### config.mk
export PLATFORM = sky130hd
export DESIGN_NAME = rv_muldiv_unit
export DESIGN_NICKNAME = d
export VERILOG_FILES = /design/src/rtl/rv_muldiv_unit.sv
export SDC_FILE = /design/constraint.sdc
export NUM_CORES = 1
export LEC_CHECK = 0
export CAP_MARGIN = 5
export CORE_MARGIN = 8
export CORE_UTILIZATION = 45
export DETAILED_ROUTE_END_ITERATION = 16
export PLACE_DENSITY = 0.69
export SYNTH_ARGS = -nofsm -noshare
export SYNTH_HDL_FRONTEND = slang
export SYNTH_SLANG_ARGS = --single-unit
### constraint.sdc
create_clock -name clk -period 4.35 [get_ports clk]
set_input_delay 1.0875 -clock clk [delete_from_list [all_inputs] [get_ports clk]]
set_output_delay 1.0875 -clock clk [all_outputs]
set_load 0.05 [all_outputs]
### src/rtl/rv_muldiv_unit.sv
// rv_muldiv_unit: iterative RV32M multiply/divide unit (shift-add multiply, restoring divide).
// Define MULDIV_FAST_MUL_EN to compute multiplies with one combinational product instead of iterating.
module rv_muldiv_unit #(
   parameter int XLEN = 32
) (
   input  logic            clk,
   input  logic            rst_n,
   input  logic            start,
   input  logic [2:0]      funct3,
   input  logic [XLEN-1:0] a,
   input  logic [XLEN-1:0] b,
   output logic            busy,
   output logic            done,
   output logic [XLEN-1:0] result
);
   localparam int CW = $clog2(XLEN);
   localparam logic [XLEN-1:0] INT_MIN = {1'b1, {(XLEN-1){1'b0}}};

   typedef enum logic [1:0] {S_IDLE, S_RUN, S_FIX, S_DONE} state_t;

   state_t            state_q, state_d;
   logic [CW-1:0]     cnt_q, cnt_d;
   logic [2:0]        op_q, op_d;
   logic              sign_a_q, sign_a_d;
   logic              sign_b_q, sign_b_d;
   logic              special_q, special_d;
   logic              fast_q, fast_d;
   logic [XLEN-1:0]   mag_a_q, mag_a_d;
   logic [XLEN-1:0]   mag_b_q, mag_b_d;
   logic [2*XLEN-1:0] acc_q, acc_d;
   logic              busy_q, busy_d;
   logic              done_q, done_d;
   logic [XLEN-1:0]   result_q, result_d;

   logic              a_signed, b_signed, in_sign_a, in_sign_b;
   logic              is_div, div_zero, div_ovf, fast_req;
   logic [XLEN-1:0]   in_mag_a, in_mag_b, special_val;
   logic [XLEN:0]     mul_sum, div_shift, div_diff;
   logic [2*XLEN-1:0] fast_prod, prod, prod_s;
   logic [XLEN-1:0]   quo_s, rem_s, fix_val;

`ifdef MULDIV_FAST_MUL_EN
   assign fast_req  = 1'b1;
   assign fast_prod = {{XLEN{1'b0}}, mag_a_q} * {{XLEN{1'b0}}, mag_b_q};
`else
   assign fast_req  = 1'b0;
   assign fast_prod = '0;
`endif

   // Operand decode at issue: signedness, magnitudes and the results that bypass iteration.
   always_comb begin
      a_signed    = (funct3 == 3'b001) || (funct3 == 3'b010) || (funct3 == 3'b100) || (funct3 == 3'b110);
      b_signed    = (funct3 == 3'b001) || (funct3 == 3'b100) || (funct3 == 3'b110);
      in_sign_a   = a_signed & a[XLEN-1];
      in_sign_b   = b_signed & b[XLEN-1];
      in_mag_a    = in_sign_a ? -a : a;
      in_mag_b    = in_sign_b ? -b : b;
      is_div      = funct3[2];
      div_zero    = is_div && (b == '0);
      div_ovf     = is_div && !funct3[0] && (a == INT_MIN) && (b == '1);
      special_val = div_zero ? (funct3[1] ? a : '1) : (funct3[1] ? '0 : INT_MIN);
   end

   // Datapath: multiply keeps the multiplier in acc low half; divide keeps remainder:quotient in acc.
   always_comb begin
      mul_sum   = {1'b0, acc_q[2*XLEN-1:XLEN]} + (acc_q[0] ? {1'b0, mag_a_q} : '0);
      div_shift = acc_q[2*XLEN-1:XLEN-1];
      div_diff  = div_shift - {1'b0, mag_b_q};
      prod      = fast_q ? fast_prod : acc_q;
      prod_s    = (sign_a_q ^ sign_b_q) ? -prod : prod;
      quo_s     = (sign_a_q ^ sign_b_q) ? -acc_q[XLEN-1:0] : acc_q[XLEN-1:0];
      rem_s     = sign_a_q ? -acc_q[2*XLEN-1:XLEN] : acc_q[2*XLEN-1:XLEN];
      if (special_q)
         fix_val = acc_q[XLEN-1:0];
      else if (!op_q[2])
         fix_val = (op_q[1:0] == 2'b00) ? prod_s[XLEN-1:0] : prod_s[2*XLEN-1:XLEN];
      else
         fix_val = op_q[1] ? rem_s : quo_s;
   end

   always_comb begin
      state_d   = state_q;
      cnt_d     = cnt_q;
      op_d      = op_q;
      sign_a_d  = sign_a_q;
      sign_b_d  = sign_b_q;
      special_d = special_q;
      fast_d    = fast_q;
      mag_a_d   = mag_a_q;
      mag_b_d   = mag_b_q;
      acc_d     = acc_q;
      result_d  = result_q;
      case (state_q)
         S_IDLE, S_DONE: begin
            state_d = S_IDLE;
            if (start) begin
               op_d      = funct3;
               sign_a_d  = in_sign_a;
               sign_b_d  = in_sign_b;
               mag_a_d   = in_mag_a;
               mag_b_d   = in_mag_b;
               special_d = div_zero || div_ovf;
               fast_d    = fast_req && !is_div;
               cnt_d     = '0;
               if (div_zero || div_ovf)
                  acc_d = {{XLEN{1'b0}}, special_val};
               else if (is_div)
                  acc_d = {{XLEN{1'b0}}, in_mag_a};
               else
                  acc_d = {{XLEN{1'b0}}, in_mag_b};
               state_d = (div_zero || div_ovf || (fast_req && !is_div)) ? S_FIX : S_RUN;
            end
         end
         S_RUN: begin
            if (op_q[2])
               acc_d = div_diff[XLEN] ? {div_shift[XLEN-1:0], acc_q[XLEN-2:0], 1'b0}
                                      : {div_diff[XLEN-1:0], acc_q[XLEN-2:0], 1'b1};
            else
               acc_d = {mul_sum, acc_q[XLEN-1:1]};
            cnt_d = cnt_q + 1'b1;
            if (cnt_q == CW'(XLEN-1))
               state_d = S_FIX;
         end
         S_FIX: begin
            result_d = fix_val;
            state_d  = S_DONE;
         end
         default: state_d = S_IDLE;
      endcase
      busy_d = (state_d == S_RUN) || (state_d == S_FIX);
      done_d = (state_d == S_DONE);
   end

   always_ff @(posedge clk or negedge rst_n) begin
      if (!rst_n) begin
         state_q   <= S_IDLE;
         cnt_q     <= '0;
         op_q      <= '0;
         sign_a_q  <= 1'b0;
         sign_b_q  <= 1'b0;
         special_q <= 1'b0;
         fast_q    <= 1'b0;
         mag_a_q   <= '0;
         mag_b_q   <= '0;
         acc_q     <= '0;
         busy_q    <= 1'b0;
         done_q    <= 1'b0;
         result_q  <= '0;
      end else begin
         state_q   <= state_d;
         cnt_q     <= cnt_d;
         op_q      <= op_d;
         sign_a_q  <= sign_a_d;
         sign_b_q  <= sign_b_d;
         special_q <= special_d;
         fast_q    <= fast_d;
         mag_a_q   <= mag_a_d;
         mag_b_q   <= mag_b_d;
         acc_q     <= acc_d;
         busy_q    <= busy_d;
         done_q    <= done_d;
         result_q  <= result_d;
      end
   end

   assign busy   = busy_q;
   assign done   = done_q;
   assign result = result_q;

endmodule

== Word-level counts from Yosys, hierarchy flattened ==
Cells that the tools add are included.

* Output and inout port bits: 34
* Flip-flop bits (word level): 175

* Reduce and logical (&&, ||, !) cells: 19
* Add/subtract/negate cells: 8
* Equality and inequality tests: 14
* Mux-type cells: 25
* Bitwise operators: 3

{| class="wikitable"
|+ Operators with widths
! kind !! number
|-
| $mux 32 || 14
|-
| $mux 64 || 4
|-
| $neg 32->32 || 4
|-
| $pmux 64 s2 || 1
|-
| $eq 32x32->1 const B || 2
|-
| $neg 64->64 || 1
|-
| $add 32x32->33 || 1
|-
| $sub 33x32->33 || 1
|-
| $logic_not 32->1 || 1
|-
| $pmux 5 s2 || 1
|-
| $eq 2x2->1 const B || 4
|-
| $logic_or 1x1->1 || 7
|-
| $eq 3x3->1 const B || 2
|-
| $mux 2 || 3
|-
| $pmux 2 s3 || 1
|-
| $add 5x1->5 const B || 1
|-
| $eq 5x5->1 const B || 1
|-
| $mux 5 || 1
|-
| $eq 2x1->1 const B || 2
|-
| $logic_and 1x1->1 || 4
|-
| $logic_not 2->1 || 2
|-
| $reduce_and 2->1 || 2
|-
| $eq 3x1->1 const B || 1
|-
| $eq 3x2->1 const B || 1
|-
| 6 further kinds || 7
|}

== Depth between registers and ports, before layout ==
* Word-level depth: 10
* Depth in mapped cells: 15

== Worst setup path after synthesis ==
Ideal clock, no wire load.

* Path type: input to register
* Start point: in b[23]
* End point: reg acc_q[25]
* Path slack: 0.890 ns
* Data arrival time: 3.323 ns
* Cell stages on the path: 10
* Cells stage by stage: or3_1 -> or3_1 -> or4_4 -> or3_4 -> and2_4 -> buf_6 -> nor2b_4 -> buf_6 -> a31oi_1 -> a21oi_1

* Word-level cells in the longest chain between the ends: 6
* Elaborated cells between the ends (all ways): 12
* Those cells by class: add/sub (1); eq/ne (1); mux (6); reduce/logical (4)

{| class="wikitable"
|+ RTL lines
! what !! line !! source
|-
| start, declared || 11 || <nowiki>input logic [XLEN-1:0] b,</nowiki>
|-
| $neg 32->32 (tied with other cells) || 57 || <nowiki>in_mag_b = in_sign_b ? -b : b;</nowiki>
|-
| $mux 32 (tied with other cells) || 57 ||
|-
| $mux 32 (tied with other cells) || 107 || <nowiki>else if (is_div)</nowiki>
|-
| $mux 32 * || 105 || <nowiki>if (div_zero || div_ovf)</nowiki>
|-
| $mux 64 * || 96 || <nowiki>if (start) begin</nowiki>
|-
| $pmux 64 s2 * || 93 || <nowiki>case (state_q)</nowiki>
|-
| end signal, assigned || 145 || <nowiki>acc_q <= '0;</nowiki>
|-
| end signal, assigned || 159 || <nowiki>acc_q <= acc_d;</nowiki>
|-
| end, declared || 30 || <nowiki>logic [2*XLEN-1:0] acc_q, acc_d;</nowiki>
|}

Every way passes the cells marked *; elsewhere a longest branch is shown, timed or not. The select of a mux whose other input is x is not followed.
A chain may end at the register's enable or synchronous reset.

== Final worst setup path ==
* Start point: reg acc_q[0]
* End point: reg acc_q[60]

* Word-level cells in the longest chain between the ends: 4

{| class="wikitable"
|+ RTL lines
! what !! line !! source
|-
| $mux 32 || 66 || <nowiki>mul_sum = {1'b0, acc_q[2*XLEN-1:XLEN]} + (acc_q[0] ? {1'b0, mag_a_q} : '0);</nowiki>
|-
| $add 32x32->33 || 66 ||
|-
| $mux 64 || 115 || <nowiki>if (op_q[2])</nowiki>
|-
| $pmux 64 s2 || 93 ||
|}

No other way between the ends.

==> impl_metrics.py <==
metrics = {
    "clock_tree": {
        "cts.clk_slew.worst_paths_ns": 0.09,
        "root_buffer": "clkbuf_16",
        "postCtsSetupBuffers": 0,
        "clkLatencyLatePin_ns": 0.47,
        "clock_path_buffers": 2,
        "cts_sinks": 175,
        "cts_buffers": 17,
        "cts_hold_buf": 0,
        "tritoncts": "done",
        "post_cts_resized": 0,
        "h-tree-depth": 4,
    },
    "worst_setup_path": {
        "r2r_slack_ns": 0.43,
        "crit_type": "reg2reg",
        "end_kind": "flop",
        "required_ns": 4.71,
        "timing.rr.end": "acc_q[60]",
        "r2r_start": "acc_q[0]",
        "crit_fanout": 14,
        "ff2ff_path_depth": 12,
        "arrival_ns": 4.28,
        "start_kind": "flop",
    },
    "hold_path": {
        "whs_path_depth": 2,
        "min_from": "cnt_q[4]",
        "hold_class": "reg2reg",
        "min_delay_worst_endpoint": "cnt_q[4]",
    },
    "drt": {
        "vias": 17600,
        "route.detailed.drc": 0,
        "wire_per_inst_um": 25.7,
        "drt_wl_total_um": 71000,
        "ant_nets": 0,
        "drtPass1Iterations": 8,
        "vias_per_cell": 6.38,
        "drtIter0Drc": 1860,
    },
    "pwr": {
        "p_seq_share_pct": 19.0,
        "powerDensity_mw_per_mm2": 936,
        "clock_power_share_pct": 9.2,
        "power_switching_share_pct": 56.2,
        "p_sw_uw": 10100,
        "power.total_uw": 18000,
        "peakVddDrop_v": 0.000360,
        "combPwrFrac_pct": 71.8,
        "p_int_uw": 7900,
        "leakage_uw": 0.00812,
    },
    "global_routing": {
        "antenna_found_initial": 0,
        "grt_pass1_wl_um": 107000,
        "grt_pass1_vias": 16700,
        "track_usage_pct": 31.8,
        "grt-ovfl-total": 0,
        "grt_max_degree": 111,
    },
    "synth": {
        "ys_top_cells_by_area": "dfrtp_1 (26%), o21ai_0 (6.6%), nand2_1 (6.1%)",
        "syn_area_mm2": 0.0167,
        "synth_cell_types": 88,
        "synth_nets": 2350,
        "syn_avg_cell_area_um2": 7.59,
        "synth_edf_count": 0,
        "synth_flop_cell": "dfrtp_1",
        "synth-async-reset-ratio_pct": 100,
        "ys_ff_latch": 175,
        "synth_area_leader_cell": "dfrtp_1",
        "synth_warnings": 0,
        "yosysTopAreaCellShare_pct": 26.2,
        "syn-instance-count": 2204,
        "seq_area_frac_synth_pct": 26.2,
    },
    "placed_design": {
        "dp.cells": 2731,
        "hpwlAfterDp_um": 55500,
        "numPortBuffers": 103,
        "place.gp.congestion": 1.01,
    },
    "die": {
        "coreArea_mm2": 0.0366,
        "ios": 104,
        "placementRows": 70,
        "die_x_um": 209,
        "die_h_um": 209,
        "dieArea_mm2": 0.0436,
        "initial_core_util_pct": 45.7,
    },
    "run_status": {
        "status": "complete, no violations",
    },
    "timing": {
        "setup_viol": 0,
        "fin_crit_sh_pct": 90.1,
        "relSlewSlack_pct": 31.9,
        "fin_skew_ns": 0.0213,
        "rsz0062_at_grt": "no",
        "fin_crit_ns": 3.92,
        "finalMaxSlewViolations": 0,
        "max_clock_freq_ghz": 0.255,
        "worst_pin_slew_ns": 1.02,
        "final.setup.tns_ns": 0,
        "final-hold-violation-count": 0,
    },
    "layout": {
        "antenna_cells": 0,
        "nNetsFinal": 2429,
        "area_growth_pct": 15.2,
        "fin_cells": 2764,
        "drive_gt1_share_pct": 9.19,
    },
    "run": {
        "cap_viol_max_count": 0,
    },
}
-- layer usage --
metal | track usage, % | routed length, µm
met1 | 43.8 | 30500
met2 | 48.6 | 31100
met3 | 4.88 | 6120
met4 | 14.2 | 3330
met5 | 0 | 0
-- through the flow --
step                cell area, µm²  setup slack [ns]  utilization, %  hold WS (ns)
finish                       19300             0.430            52.6         0.475
global route                 19300             0.299            52.6         0.499
CTS                          19300             0.563            52.6         0.481
detailed placement           18600             0.144            50.9         0.464
global placement             18600             0.153            50.9         0.455
floorplan                    16700             0.890               -         0.438
-- final cells by class --
type | instances | area, µm²
flip-flops and latches | 175 | 4380
clock inverters | 15 | 188
repair buffers | 222 | 1960
clock buffers | 17 | 425
well taps | 468 | 586
inverters | 75 | 282
multi-input cells | 1792 | 11500
fillers | 3616 | 17300
-- worst max-delay path by stage --
stage                   from   endpoint
finish              acc_q[0]  acc_q[60]
global route        acc_q[0]  acc_q[63]
CTS                 acc_q[0]  acc_q[63]
detailed placement      a[7]  acc_q[21]
global placement        a[7]  acc_q[18]
floorplan              b[23]  acc_q[25]
-- worst max-delay path: stages, from the launching register on --
cell and delay (ns):
dfrtp_1 0.77, buf_4 0.23, and2_1 0.23, ha_1 0.32
a21oi_1 0.21, o211ai_1 0.20, a31oi_1 0.37, o221ai_1 0.27
a311oi_1 0.44, o21bai_1 0.13, a21oi_1 0.16, mux2_2 0.37
o211ai_1 0.09
-- kinds of logic (layout without fill, tap and decap cells) --
kind of cell	Yosys count	in the layout	share of synthesized area, %
xor gates and xnor gates	187	187	9.79
adders and majority gates	76	76	5.78
muxes	77	77	4.71
and+or+nand+nor	741	741	21.8
buffers and inverters	237	329	5.54
DFF	175	175	26.2
AOI/OAI and AO/OA	711	711	26.2
-- placed cells by master, fill, tap and decap left out, types with 14 or more instances in the layout --
| cell type | netlist | final |
|---|---|---|
| nand2_1 | 273 | 272 |
| o21ai_0 | 222 | 222 |
| dfrtp_1 | 175 | 174 |
| nor2_1 | 152 | 152 |
| a21oi_1 | 145 | 145 |
| buf_4 | 3 | 116 |
| clkdlybuf4s50_1 | 0 | 101 |
| xnor2_1 | 101 | 100 |
| xor2_1 | 86 | 85 |
| inv_1 | 75 | 75 |
| ha_1 | 74 | 72 |
| mux2i_1 | 63 | 63 |
| o21ai_1 | 56 | 56 |
| nor3_1 | 48 | 47 |
| and2_1 | 43 | 42 |
| nand3_1 | 41 | 41 |
| o31ai_1 | 34 | 34 |
| or3_1 | 31 | 31 |
| a31oi_1 | 30 | 30 |
| o211ai_1 | 30 | 30 |
| nand2b_1 | 25 | 25 |
| nand4_1 | 25 | 25 |
| a21o_1 | 25 | 25 |
| o21a_1 | 20 | 20 |
| a22oi_1 | 17 | 17 |
| clkbuf_16 | 0 | 17 |
| nor4_1 | 16 | 16 |
| o221ai_1 | 15 | 15 |
| or4_1 | 14 | 14 |
| mux2_2 | 14 | 14 |
-- synth_stat cells (10+ instances only) --
master,instances
nand2_1,273
a21o_1,25
inv_1,75
or3_1,31
and3_1,13
nand2b_1,25
and2_1,43
clkbuf_1,135
o21ai_1,56
nand3_1,41
o211ai_1,30
dfrtp_1,175
o21a_1,20
mux2i_1,63
a22oi_1,17
nand3b_1,12
xnor2_1,101
a31oi_1,30
nor4_1,16
o31ai_1,34
o21ai_0,222
buf_1,13
a211oi_1,13
o221ai_1,15
xor2_1,86
nor2b_1,10
nor3_1,48
nor2_1,152
a21oi_1,145
ha_1,74
mux2_2,14
or4_1,14
nand4_1,25
-- registers in the layout (all words and copies together) (netlist names), 2 cells and up --
signal   count
mag_b_q     32
cnt_q        5
acc_q       64
op_q         3
state_q      2
result      32
mag_a_q     32
-- power groups by stage --
stage	combinational, µW	sequential (µW)	clock (µW)
after floorplan	8460	3400	0
after global placement	12500	3380	0
after detailed placement	12600	3410	0
after CTS	12600	3380	1660
after global routing	14000	3490	1720
final	13000	3430	1650
Power figures use the tool's default switching activity.
